`src/rtl/vt52_keyenc.sv`:
```
// -----------------------------------------------------------------------------
// vt52_keyenc
//
// Keyboard-side VT52 encoder. Decoded key events are buffered in a small FIFO
// and turned into the byte stream a VT52 sends to the host: plain ASCII bytes,
// or ESC-prefixed two-byte sequences for the cursor and PF keys. When the
// VT52_IDENT_EN macro is defined, an identify request from the screen decoder
// (ESC Z) is answered with ESC / K. Bytes are handed to the UART transmitter
// through a load strobe (tx_set) and an idle level (tx_done).
//
// Configuration macro:
//   VT52_IDENT_EN  defined   -> ident_req is honoured (ESC / K response)
//                  undefined -> ident_req is ignored, no ident logic built
//
// Parameters:
//   FIFO_AW    log2 of the key FIFO depth (default 3 -> 8 entries)
//
// Ports:
//   clk        system clock
//   reset      synchronous, active-high reset
//   key_valid  one-cycle strobe, key_code valid
//   key_code   bit7=0: ASCII in [6:0]; 0x80..0x83 up/down/right/left,
//              0x84..0x86 PF1..PF3; 0x87..0xFF are ignored
//   ident_req  one-cycle identify request strobe
//   tx_data    byte presented to the UART (held until the next tx_set)
//   tx_set     one-cycle load pulse to the UART
//   tx_done    UART idle level (1 = idle)
//   fifo_full  key FIFO holds 2^FIFO_AW entries (registered)
//   key_drop   one-cycle pulse, a legal key was discarded because the FIFO
//              was full
// -----------------------------------------------------------------------------
module vt52_keyenc #(
  parameter int FIFO_AW = 3
) (
  input  logic       clk,
  input  logic       reset,
  input  logic       key_valid,
  input  logic [7:0] key_code,
  input  logic       ident_req,
  output logic [7:0] tx_data,
  output logic       tx_set,
  input  logic       tx_done,
  output logic       fifo_full,
  output logic       key_drop
);

  typedef enum logic [1:0] {
    ST_IDLE = 2'd0,
    ST_LOAD = 2'd1,
    ST_WAIT = 2'd2
  } state_t;

  localparam int               DEPTH    = 1 << FIFO_AW;
  localparam logic [FIFO_AW:0] FULL_CNT = {1'b1, {FIFO_AW{1'b0}}};
  localparam logic [FIFO_AW:0] CNT_ONE  = {{FIFO_AW{1'b0}}, 1'b1};
  localparam logic [7:0]       ESC      = 8'h1B;

  // Index of the last byte of a sequence: ident=2, special key=1, ASCII=0.
  function automatic logic [1:0] seq_last(input logic is_ident, input logic [7:0] code);
    logic [1:0] last;
    if (is_ident) begin
      last = 2'd2;
    end else if (code[7]) begin
      last = 2'd1;
    end else begin
      last = 2'd0;
    end
    return last;
  endfunction

  // Byte number idx of the sequence for the given event.
  function automatic logic [7:0] enc_byte(input logic is_ident, input logic [7:0] code,
                                          input logic [1:0] idx);
    logic [7:0] b;
    if (is_ident) begin
      case (idx)
        2'd0:    b = ESC;
        2'd1:    b = 8'h2F;
        2'd2:    b = 8'h4B;
        default: b = 8'h00;
      endcase
    end else if (code[7]) begin
      if (idx == 2'd0) begin
        b = ESC;
      end else begin
        case (code[2:0])
          3'd0:    b = 8'h41;
          3'd1:    b = 8'h42;
          3'd2:    b = 8'h43;
          3'd3:    b = 8'h44;
          3'd4:    b = 8'h50;
          3'd5:    b = 8'h51;
          3'd6:    b = 8'h52;
          default: b = 8'h00;
        endcase
      end
    end else begin
      b = {1'b0, code[6:0]};
    end
    return b;
  endfunction

  // FIFO storage and bookkeeping
  logic [7:0]         mem_r [DEPTH];
  logic [FIFO_AW-1:0] wr_ptr_r;
  logic [FIFO_AW-1:0] rd_ptr_r;
  logic [FIFO_AW:0]   count_r;
  logic [FIFO_AW:0]   count_next_s;
  logic               full_s;
  logic               empty_s;
  logic               legal_s;
  logic               push_s;
  logic               pop_s;
  logic [7:0]         head_s;

  // Sequencer
  state_t             state_r;
  state_t             state_next_s;
  logic               launch_ident_s;
  logic               advance_s;
  logic               is_ident_r;
  logic [7:0]         cur_code_r;
  logic [1:0]         byte_idx_r;
  logic [1:0]         next_idx_s;
  logic               tx_done_r;
  logic               tx_done_prev_r;
  logic               done_rise_s;
  logic               ident_pend_s;

  // Output registers
  logic [7:0]         tx_data_r;
  logic               tx_set_r;
  logic               fifo_full_r;
  logic               key_drop_r;

  // Fullness is judged on the registered count, so a key arriving while full
  // is dropped even if a pop happens in the same cycle.
  assign full_s      = (count_r == FULL_CNT);
  assign empty_s     = (count_r == {(FIFO_AW + 1){1'b0}});
  assign legal_s     = (key_code <= 8'h86);
  assign push_s      = key_valid & legal_s & ~full_s;
  assign head_s      = mem_r[rd_ptr_r];
  assign done_rise_s = tx_done_r & ~tx_done_prev_r;
  assign next_idx_s  = byte_idx_r + 2'd1;

`ifdef VT52_IDENT_EN
  logic ident_pend_r;

  // Sticky identify request; a new request wins over the clear of a launch.
  always_ff @(posedge clk) begin
    if (reset) begin
      ident_pend_r <= 1'b0;
    end else if (ident_req) begin
      ident_pend_r <= 1'b1;
    end else if (launch_ident_s) begin
      ident_pend_r <= 1'b0;
    end else begin
      ident_pend_r <= ident_pend_r;
    end
  end

  assign ident_pend_s = ident_pend_r;
`else
  logic unused_ident_s;

  assign unused_ident_s = ident_req;
  assign ident_pend_s   = 1'b0;
`endif

  // Next FIFO occupancy from this cycle's push/pop.
  always_comb begin
    count_next_s = count_r;
    case ({push_s, pop_s})
      2'b10:   count_next_s = count_r + CNT_ONE;
      2'b01:   count_next_s = count_r - CNT_ONE;
      default: count_next_s = count_r;
    endcase
  end

  // FIFO pointers, count, full flag and drop pulse.
  always_ff @(posedge clk) begin
    if (reset) begin
      wr_ptr_r    <= {FIFO_AW{1'b0}};
      rd_ptr_r    <= {FIFO_AW{1'b0}};
      count_r     <= {(FIFO_AW + 1){1'b0}};
      fifo_full_r <= 1'b0;
      key_drop_r  <= 1'b0;
    end else begin
      if (push_s) begin
        wr_ptr_r <= wr_ptr_r + FIFO_AW'(1'b1);
      end
      if (pop_s) begin
        rd_ptr_r <= rd_ptr_r + FIFO_AW'(1'b1);
      end
      count_r     <= count_next_s;
      fifo_full_r <= (count_next_s == FULL_CNT);
      key_drop_r  <= key_valid & legal_s & full_s;
    end
  end

  // FIFO storage; contents need no reset because the pointers/count do.
  always_ff @(posedge clk) begin
    if (!reset && push_s) begin
      mem_r[wr_ptr_r] <= key_code;
    end
  end

  // tx_done history; both stages reset to idle so a done edge left over from
  // a transmission that straddled reset cannot fake a rising edge.
  always_ff @(posedge clk) begin
    if (reset) begin
      tx_done_r      <= 1'b1;
      tx_done_prev_r <= 1'b1;
    end else begin
      tx_done_r      <= tx_done;
      tx_done_prev_r <= tx_done_r;
    end
  end

  // FSM state register.
  always_ff @(posedge clk) begin
    if (reset) begin
      state_r <= ST_IDLE;
    end else begin
      state_r <= state_next_s;
    end
  end

  // FSM next state and launch/advance decisions. IDLE launches only on the
  // raw tx_done level so a busy UART is never overrun; ident beats keys.
  always_comb begin
    state_next_s   = state_r;
    pop_s          = 1'b0;
    launch_ident_s = 1'b0;
    advance_s      = 1'b0;
    case (state_r)
      ST_IDLE: begin
        if (tx_done && ident_pend_s) begin
          launch_ident_s = 1'b1;
          state_next_s   = ST_LOAD;
        end else if (tx_done && !empty_s) begin
          pop_s        = 1'b1;
          state_next_s = ST_LOAD;
        end else begin
          state_next_s = ST_IDLE;
        end
      end
      ST_LOAD: begin
        state_next_s = ST_WAIT;
      end
      ST_WAIT: begin
        if (done_rise_s) begin
          if (byte_idx_r < seq_last(is_ident_r, cur_code_r)) begin
            advance_s    = 1'b1;
            state_next_s = ST_LOAD;
          end else begin
            state_next_s = ST_IDLE;
          end
        end else begin
          state_next_s = ST_WAIT;
        end
      end
      default: begin
        state_next_s = ST_IDLE;
      end
    endcase
  end

  // Sequence context and registered UART outputs; tx_set is high exactly in
  // the LOAD cycle, with the matching byte on tx_data.
  always_ff @(posedge clk) begin
    if (reset) begin
      is_ident_r <= 1'b0;
      cur_code_r <= 8'h00;
      byte_idx_r <= 2'd0;
      tx_data_r  <= 8'h00;
      tx_set_r   <= 1'b0;
    end else if (launch_ident_s) begin
      is_ident_r <= 1'b1;
      cur_code_r <= 8'h00;
      byte_idx_r <= 2'd0;
      tx_data_r  <= enc_byte(1'b1, 8'h00, 2'd0);
      tx_set_r   <= 1'b1;
    end else if (pop_s) begin
      is_ident_r <= 1'b0;
      cur_code_r <= head_s;
      byte_idx_r <= 2'd0;
      tx_data_r  <= enc_byte(1'b0, head_s, 2'd0);
      tx_set_r   <= 1'b1;
    end else if (advance_s) begin
      byte_idx_r <= next_idx_s;
      tx_data_r  <= enc_byte(is_ident_r, cur_code_r, next_idx_s);
      tx_set_r   <= 1'b1;
    end else begin
      tx_set_r   <= 1'b0;
    end
  end

  assign tx_data   = tx_data_r;
  assign tx_set    = tx_set_r;
  assign fifo_full = fifo_full_r;
  assign key_drop  = key_drop_r;

endmodule

```
`config.mk`:
```
export PLATFORM = sky130hd
export DESIGN_NAME = vt52_keyenc
export DESIGN_NICKNAME = d
export VERILOG_FILES = /design/src/rtl/vt52_keyenc.sv
export SDC_FILE = /design/constraint.sdc
export NUM_CORES = 1
export LEC_CHECK = 0
export BUFFER_PORTS_ARGS = -buffer_cell sky130_fd_sc_hd__buf_2
export CAP_MARGIN = 20
export CORE_ASPECT_RATIO = 0.6
export CORE_MARGIN = 2
export CORE_UTILIZATION = 39
export DETAILED_ROUTE_END_ITERATION = 10
export MAX_ROUTING_LAYER = met4
export PLACE_DENSITY_LB_ADDON = 0.15
export SETUP_SLACK_MARGIN = 0.2
export SYNTH_ARGS = -nofsm -noshare
export SYNTH_HDL_FRONTEND = slang
export SYNTH_SLANG_ARGS = --single-unit
```
`constraint.sdc`:
```
create_clock -name clk -period 8.6 [get_ports clk]
set_input_delay 1.29 -clock clk [delete_from_list [all_inputs] [get_ports clk]]
set_output_delay 1.29 -clock clk [all_outputs]
set_load 0.005 [all_outputs]
```
==> impl_summary.log, run 1 <==
[metrics] CTS Buf Count: 9
[metrics] Buffers on Ports: 21
[metrics] Post-Route Hold Slack: 0.437 ns
[metrics] H-Tree Level Count: 3
[metrics] top post-synthesis cells by area: sky130_fd_sc_hd__edfxtp_1, sky130_fd_sc_hd__dfxtp_1, sky130_fd_sc_hd__mux4_2
[metrics] Buf/Inv on CP: 1
[metrics] most common cell in the netlist: sky130_fd_sc_hd__edfxtp_1
[metrics] path type of the worst min-delay path: reg -> reg
[metrics] area of the die: approximately 0.011 mm2
[metrics] VDD IR-drop max: 106 uV
[metrics] simple-gate portion of the synthesized area: 10.6%
[metrics] endpoint arrival time on the critical path: between 4 and 5 ns
[metrics] count of state elements after synthesis: 100
[metrics] multiplexer share of the synthesized area: 10.7%
[metrics] number of global-route vias before repair: between 2,000 and 2,500
[metrics] synthesis-to-finish area growth: 12.3%
[metrics] count of cells along the worst register-to-register path: 10
[metrics] Max stage delay cell, worst path: sky130_fd_sc_hd__or4_1
[metrics] starting utilization of the core area: slightly above 40%
[metrics] mean number of vias per cell: 5.15
[metrics] RSZ-0062 raised after global routing: false
[metrics] Setup violations, final: 0
[metrics] post-layout utilization of the core: 45.9%
[metrics] crit-path leading delay family: simple AND/OR/NAND/NOR gates
[metrics] syn nets: 320
[metrics] number of vias in the routed layout: 2,381
[metrics] Final nets: 342
[metrics] terminus of the critical flop-to-flop path: fifo_full$_SDFF_PP0_
[metrics] maximum clock skew at final layout: 0.00820 ns
[metrics] worst relative slew slack: 38.5%
[metrics] top cells by instance count after synthesis: sky130_fd_sc_hd__edfxtp_1, sky130_fd_sc_hd__dfxtp_1, sky130_fd_sc_hd__nor2_1, sky130_fd_sc_hd__nand2_1
[metrics] Cell Pwr Density: 270 mW/mm2
[metrics] Synth Instances: 300
[metrics] post-layout total power: between 1000 and 1500 uW
[metrics] PnR worst setup slack: between 4 and 5 ns
[metrics] TritonCTS sink count: 100
[metrics] xor and xnor fraction of the mapped netlist area: 1.49%
[metrics] startpoint of the worst-slack reg-to-reg timing path: count_r[0]$_SDFF_PP0_
[metrics] layout cell share with drive strength beyond 1: 19.9%
[metrics] Critical path origin: key_code[3]
[metrics] Synth Area in Compound Gates: 7.85%
[metrics] count of pins on the block boundary: 24
[metrics] half-perimeter wire length after placement: 5360 um
[metrics] Setup TNS Final: 0 ns
[metrics] CP Capture Point: fifo_full$_SDFF_PP0_
[metrics] source-to-sink clock delay at the later pin of the worst-skew pair: 0.34 ns
[metrics] filler cell count in the final layout: around 900
[metrics] Die Width: 137 um
[metrics] GRT Residual Overflow: 0
[metrics] count of instances resized after the clock tree is built: 0
[metrics] first-pass GRT wire length: 12,600 um
[metrics] run status: finished, final reports clean
[metrics] netlist area before placement: 0.00411 mm2
[metrics] CP max stage delay: 0.56 ns
[metrics] post-route minimum period: between 3 and 4 ns
[metrics] Async S/R FF share, synth: 0%
[metrics] maximum number of pins on one net before global-route repair: 39
[metrics] cell chain of the critical path: buf_2 > or4_1 > o21ai_2 > nand3_2 > ha_1 > ha_1 > a21o_1 > a21oi_1 > xnor2_1 > nor2_1 > mux2_2
[metrics] sequential area share after synthesis: 64.2%
[metrics] logic depth of the worst setup path including buffers: 11
[metrics] combinational family with the most area after synthesis: multiplexers
[metrics] Crit. End Element: register
[metrics] most frequent CP cell: sky130_fd_sc_hd__ha_1
[metrics] residual DRC count: 0
[metrics] multi-input logic area: 0.00136 mm2
[metrics] Diodes inserted: 0
[metrics] Post-synth top flop: sky130_fd_sc_hd__edfxtp_1
[metrics] last weighted congestion value of the routability-driven placer: slightly below 0.8
[metrics] wire length per cell after detailed routing: 17.0 um
[metrics] highest fanout seen on the critical path: 9
[metrics] required arrival time at the worst endpoint: 8.82 ns
[metrics] Max-cap violations: 0
[metrics] biggest area consumer among synthesized cells: sky130_fd_sc_hd__edfxtp_1
[metrics] Max Slew Vio Count: 0
[metrics] CORE AREA: just over 0.01 mm2
[metrics] TritonCTS clock tree: yes
[metrics] Clock Tree Buf Depth: 2
[metrics] Slew @ Worst Pin: 0.920 ns
[metrics] global-route usage over all layers: 15.3%
[metrics] warning count from the yosys run: 0
[metrics] routed wire length: 7860 um
[metrics] reg-to-reg setup timing slack: roughly 5.7 ns
[metrics] number of flops mapped to enable cells by yosys: 64
[metrics] Detail Route Antenna Nets: 0
[metrics] final-report hold violation count: 0
[metrics] overall die height: 83.6 um
[metrics] FMAX: ~260 MHz
[metrics] floorplan row count: 28
[metrics] average cell area after synthesis: 13.7 um2
[metrics] start-to-end type of the worst setup path: in -> reg
[metrics] initial antenna violation count: 0
[metrics] number of iterations in the first detailed-routing pass: 4
[metrics] clock root cell: sky130_fd_sc_hd__clkbuf_16
[metrics] worst setup slack after placement: ~4.4 ns
[metrics] cts hold-fix bufs: 0
[metrics] arithmetic-cell share of the synthesized area counting full adders, half adders and majority gates: 2.31%
[metrics] count of cell types in the netlist: 52
[metrics] violation count after the first detailed-routing iteration: between 150 and 200
[metrics] clock-pin slew reported for the worst setup and hold paths after clock tree synthesis: 0.06 ns
[metrics] cell leakage power: 0.00157 uW
[metrics] register area: 0.00264 mm2
[metrics] final clock period utilization by the worst path: 44.3%
[metrics] number of buffers added for setup after CTS: 0
[metrics] top cell type's share of synthesized area: 46.7%
[metrics] kind of start point of the critical path: primary input
## registers in the layout, summed over array words and instances, names as in the netlist, named ones only
| signal | cells |
|---|---|
| mem_r | 64 |
| cur_code_r | 7 |
| tx_data | 7 |
| count_r | 4 |
| rd_ptr_r | 3 |
| wr_ptr_r | 3 |
| byte_idx_r | 2 |
| state_r | 2 |
| fifo_full | 1 |
| key_drop | 1 |
| tx_done_prev_r | 1 |
| tx_done_r | 1 |
| tx_set | 1 |
## cell type report
| type | count | area share [%] |
|---|---|---|
| clock buffer | 13 | 5.50 |
| clock inverter | 3 | 0.488 |
| inverter | 6 | 0.542 |
| multi-input combinational | 179 | 29.5 |
| sequential | 100 | 57.2 |
| tap | 135 | 3.66 |
| timing repair buffer | 26 | 3.09 |
## routing by layer
layer	track usage [%]	up-vias	part of all wire, %
li1	-	1168	-
met2	19.8	44	43
met5	-	-	0
met3	4.37	7	6.0
met4	5.11	0	0.88
met1	22.7	1162	51
## cell families after synthesis
kind of cell / count (synthesis)
simple gates: 85
fa+ha+maj: 7
mux: 31
xor+xnor: 7
compound gates: 48
other cells: 1
flops: 100
buf+inv: 21
## placed cells by master, fill, tap and decap left out, types with 6 or more instances in the layout
master and count:
sky130_fd_sc_hd__dfxtp_1 36, sky130_fd_sc_hd__a22oi_1 7, sky130_fd_sc_hd__mux4_2 10, sky130_fd_sc_hd__nor2_1 32, sky130_fd_sc_hd__clkbuf_16 9, sky130_fd_sc_hd__mux2i_1 17, sky130_fd_sc_hd__nor3_1 7, sky130_fd_sc_hd__buf_2 21
sky130_fd_sc_hd__a21oi_1 17, sky130_fd_sc_hd__nand2_1 18, sky130_fd_sc_hd__ha_1 6, sky130_fd_sc_hd__edfxtp_1 64
## stage by stage
stage          cells  cell area [um2]
2_1_floorplan    300             4110
3_3_place_gp     445             4340
3_5_place_dp     445             4340
4_1_cts          461             4610
5_1_grt          462             4620
6_report         462             4620
## worst min-delay path by stage
stage,from,slack (ns),cells after the start,end
after global placement,tx_done_r$_SDFF_PP1_,0.43,1,tx_done_prev_r$_SDFF_PP1_
after global routing,tx_done_r$_SDFF_PP1_,0.46,1,tx_done_prev_r$_SDFF_PP1_
after floorplan,tx_done_r$_SDFF_PP1_,0.41,1,tx_done_prev_r$_SDFF_PP1_
final,tx_done_r$_SDFF_PP1_,0.44,1,tx_done_prev_r$_SDFF_PP1_
after detailed placement,tx_done_r$_SDFF_PP1_,0.43,1,tx_done_prev_r$_SDFF_PP1_
after CTS,tx_done_r$_SDFF_PP1_,0.44,1,tx_done_prev_r$_SDFF_PP1_
## worst register-to-register path, stage by stage (launching register included)
cell                      delay [ns]
sky130_fd_sc_hd__dfxtp_1        0.34
sky130_fd_sc_hd__or4_4          0.56
sky130_fd_sc_hd__nand3_4        0.23
sky130_fd_sc_hd__inv_4          0.14
sky130_fd_sc_hd__ha_1           0.24
sky130_fd_sc_hd__ha_1           0.28
sky130_fd_sc_hd__a21o_1         0.18
sky130_fd_sc_hd__a21oi_1        0.16
sky130_fd_sc_hd__xnor2_1        0.08
sky130_fd_sc_hd__nor2_1         0.19
sky130_fd_sc_hd__mux2_2         0.36
## report_power, final
part	total (uW)	internal, uW	leakage (uW)	switching [uW]
clock	371	209	0.000138	162
combinational	292	129	0.000559	162
sequential	587	549	0.000870	37.9
Power figures use the tool's default switching activity.
==> inputs of run 2 (changes only) <==
clock period = 3.46 ns   (was 8.6 ns; I/O delays follow)
==> impl_summary.log, run 2 (synthesis results as in run 1) <==
[metrics] run status: finished, final reports clean (unchanged)
[metrics] clock-pin slew reported for the worst setup and hold paths after clock tree synthesis: 0.06 ns (about the same)
[metrics] final-report hold violation count: 0 (unchanged)
[metrics] Buf/Inv on CP: 1 (unchanged)
[metrics] Final nets: 347 (was 342)
[metrics] routed wire length: 7980 um (was 7860 um)
[metrics] H-Tree Level Count: 3 (unchanged)
[metrics] CP max stage delay: 0.56 ns (about the same)
[metrics] CTS Buf Count: 9 (unchanged)
[metrics] reg-to-reg setup timing slack: 0.56 ns (was 5.71 ns)
[metrics] VDD IR-drop max: 263 uV (was 106 uV)
[metrics] count of pins on the block boundary: 24 (unchanged)
[metrics] half-perimeter wire length after placement: 5410 um (was 5360 um)
[metrics] Cell Pwr Density: 675 mW/mm2 (was 270 mW/mm2)
[metrics] number of flip-flops in the largest register: 64 (unchanged)
[metrics] crit-path leading delay family: simple AND/OR/NAND/NOR gates (unchanged)
[metrics] final clock period utilization by the worst path: 83.9%
[metrics] clock root cell: sky130_fd_sc_hd__clkbuf_16 (unchanged)
[metrics] number of global-route vias before repair: 2,268 (was 2,260)
[metrics] area of the die: 0.0114 mm2 (unchanged)
[metrics] starting utilization of the core area: 40.9% (unchanged)
[metrics] mean number of vias per cell: 5.13 (was 5.15)
[metrics] highest fanout seen on the critical path: 19 (was 9)
[metrics] Detail Route Antenna Nets: 0 (unchanged)
[metrics] register area: 0.00264 mm2 (unchanged)
[metrics] overall die height: 83.6 um (unchanged)
[metrics] Setup TNS Final: 0 ns (unchanged)
[metrics] required arrival time at the worst endpoint: 3.69 ns (was 8.82 ns)
[metrics] endpoint arrival time on the critical path: 3.14 ns (was 4.03 ns)
[metrics] most frequent CP cell: sky130_fd_sc_hd__ha_1 (unchanged)
[metrics] layout cell share with drive strength beyond 1: 20.5% (was 19.9%)
[metrics] path type of the worst min-delay path: in -> reg (was reg -> reg)
[metrics] TritonCTS sink count: 100 (unchanged)
[metrics] last weighted congestion value of the routability-driven placer: 0.769 (was 0.775)
[metrics] Buffers on Ports: 21 (unchanged)
[metrics] FMAX: 344 MHz
[metrics] cell leakage power: 0.00159 uW (was 0.00157 uW)
[metrics] residual DRC count: 0 (unchanged)
[metrics] violation count after the first detailed-routing iteration: 148 (was 193)
[metrics] maximum number of pins on one net before global-route repair: 39 (unchanged)
[metrics] source-to-sink clock delay at the later pin of the worst-skew pair: 0.34 ns (about the same)
[metrics] synthesis-to-finish area growth: 13.3% (was 12.3%)
[metrics] start-to-end type of the worst setup path: reg -> reg (was in -> reg)
[metrics] first-pass GRT wire length: 12,800 um (was 12,600 um)
[metrics] RSZ-0062 raised after global routing: false (unchanged)
[metrics] Setup violations, final: 0 (unchanged)
[metrics] cell chain of the critical path: or4_4 > nand3_4 > inv_4 > ha_1 > ha_1 > a21o_1 > a21oi_1 > xnor2_1 > nor2_1 > mux2_2 (was buf_2 > or4_1 > o21ai_2 > nand3_2 > ha_1 > ha_1 > a21o_1 > a21oi_1 > xnor2_1 > nor2_1 > mux2_2)
[metrics] CORE AREA: 0.0101 mm2 (unchanged)
[metrics] Diodes inserted: 0 (unchanged)
[metrics] count of instances resized after the clock tree is built: 0 (unchanged)
[metrics] filler cell count in the final layout: 897 (was 896)
[metrics] Max-cap violations: 0 (unchanged)
[metrics] Post-Route Hold Slack: 0.410 ns (was 0.437 ns)
[metrics] global-route usage over all layers: 15.5% (was 15.3%)
[metrics] cts hold-fix bufs: 0 (unchanged)
[metrics] maximum clock skew at final layout: 0.00691 ns (was 0.00820 ns)
[metrics] kind of start point of the critical path: register (was primary input)
[metrics] worst relative slew slack: 42.4% (was 38.5%)
[metrics] number of iterations in the first detailed-routing pass: 4 (unchanged)
[metrics] Slew @ Worst Pin: 0.864 ns (was 0.920 ns)
[metrics] number of vias in the routed layout: 2,392 (was 2,381)
[metrics] wire length per cell after detailed routing: 17.1 um (was 17.0 um)
[metrics] initial antenna violation count: 0 (unchanged)
[metrics] TritonCTS clock tree: yes (unchanged)
[metrics] Die Width: 137 um (unchanged)
[metrics] Max Slew Vio Count: 0 (unchanged)
[metrics] Max stage delay cell, worst path: sky130_fd_sc_hd__or4_4 (was sky130_fd_sc_hd__or4_1)
[metrics] register containing the most flip-flops in the final layout: mem_r (unchanged)
[metrics] post-route minimum period: 2.90 ns
[metrics] Clock Tree Buf Depth: 2 (unchanged)
[metrics] commonest non-fill, non-tap cell in the layout: sky130_fd_sc_hd__edfxtp_1 (unchanged)
[metrics] GRT Residual Overflow: 0 (unchanged)
[metrics] most used cells in the layout excluding fill and tap cells: sky130_fd_sc_hd__edfxtp_1, sky130_fd_sc_hd__dfxtp_1, sky130_fd_sc_hd__nor2_1 (unchanged)
[metrics] multi-input logic area: 0.00136 mm2 (unchanged)
[metrics] floorplan row count: 28 (unchanged)
[metrics] number of buffers added for setup after CTS: 0 (unchanged)
[metrics] Crit. End Element: register (unchanged)
-- run 2: changes by cell type in the layout (fill, tap and decap cells not counted), sizes merged --
cell	delta
buf	+5
bufinv	+1
clkbuf	-4
clkinv	+1
clkinvlp	+1
-- run 2: worst register-to-register path, cell delays in order, from the launching register on --
cell	delay, ns
sky130_fd_sc_hd__dfxtp_1	0.35
sky130_fd_sc_hd__or4_4	0.57
sky130_fd_sc_hd__nand3_4	0.24
sky130_fd_sc_hd__inv_4	0.14
sky130_fd_sc_hd__ha_1	0.25
sky130_fd_sc_hd__ha_1	0.28
sky130_fd_sc_hd__a21o_1	0.18
sky130_fd_sc_hd__a21oi_1	0.17
sky130_fd_sc_hd__xnor2_1	0.08
sky130_fd_sc_hd__nor2_1	0.18
sky130_fd_sc_hd__mux2_2	0.36
-- run 2: layout make-up --
type	count	area share (%)
clock buffers	9	4.83
well taps	135	3.62
clock inverters	6	1.18
inverters	6	0.537
flip-flops and latches	100	56.7
repair buffers	31	3.87
multi-input cells	179	29.3
-- run 2: where the power goes --
part           internal, uW  switching, uW  total (uW)
Sequential             1360            128        1490
Clock                   549            405         954
Combinational           329            369         698
-- run 2: path summary, 6_finish.rpt --
check | cells after the start | to | from
min reg2reg | 1 | tx_done_prev_r$_SDFF_PP1_ | tx_done_r$_SDFF_PP1_
max | 10 | fifo_full$_SDFF_PP0_ | count_r[0]$_SDFF_PP0_
max reg2reg | 10 | fifo_full$_SDFF_PP0_ | count_r[0]$_SDFF_PP0_
min | 2 | tx_done_r$_SDFF_PP1_ | tx_done
-- run 2: per-stage QoR --
stage	worst slack (ns)	cells	power (uW)	cell area [um2]	util, %
after global routing	0.388	466	3310	4660	46.4
after floorplan	0.492	300	2060	4110	-
after detailed placement	0.239	451	2220	4380	43.6
after global placement	0.304	451	2210	4380	43.6
after CTS	0.527	466	3180	4660	46.4
final	0.556	466	3140	4660	46.4
-- run 2: layer usage --
metal | wire, um | vias up | share of wire [%] | GRT usage, %
li1 | - | 1178 | - | -
met1 | 4280 | 1170 | 54 | 23.3
met2 | 3310 | 40 | 41 | 19.9
met3 | 330 | 4 | 4.1 | 4.61
met4 | 60 | 0 | 0.75 | 4.55
met5 | 0 | - | 0 | -
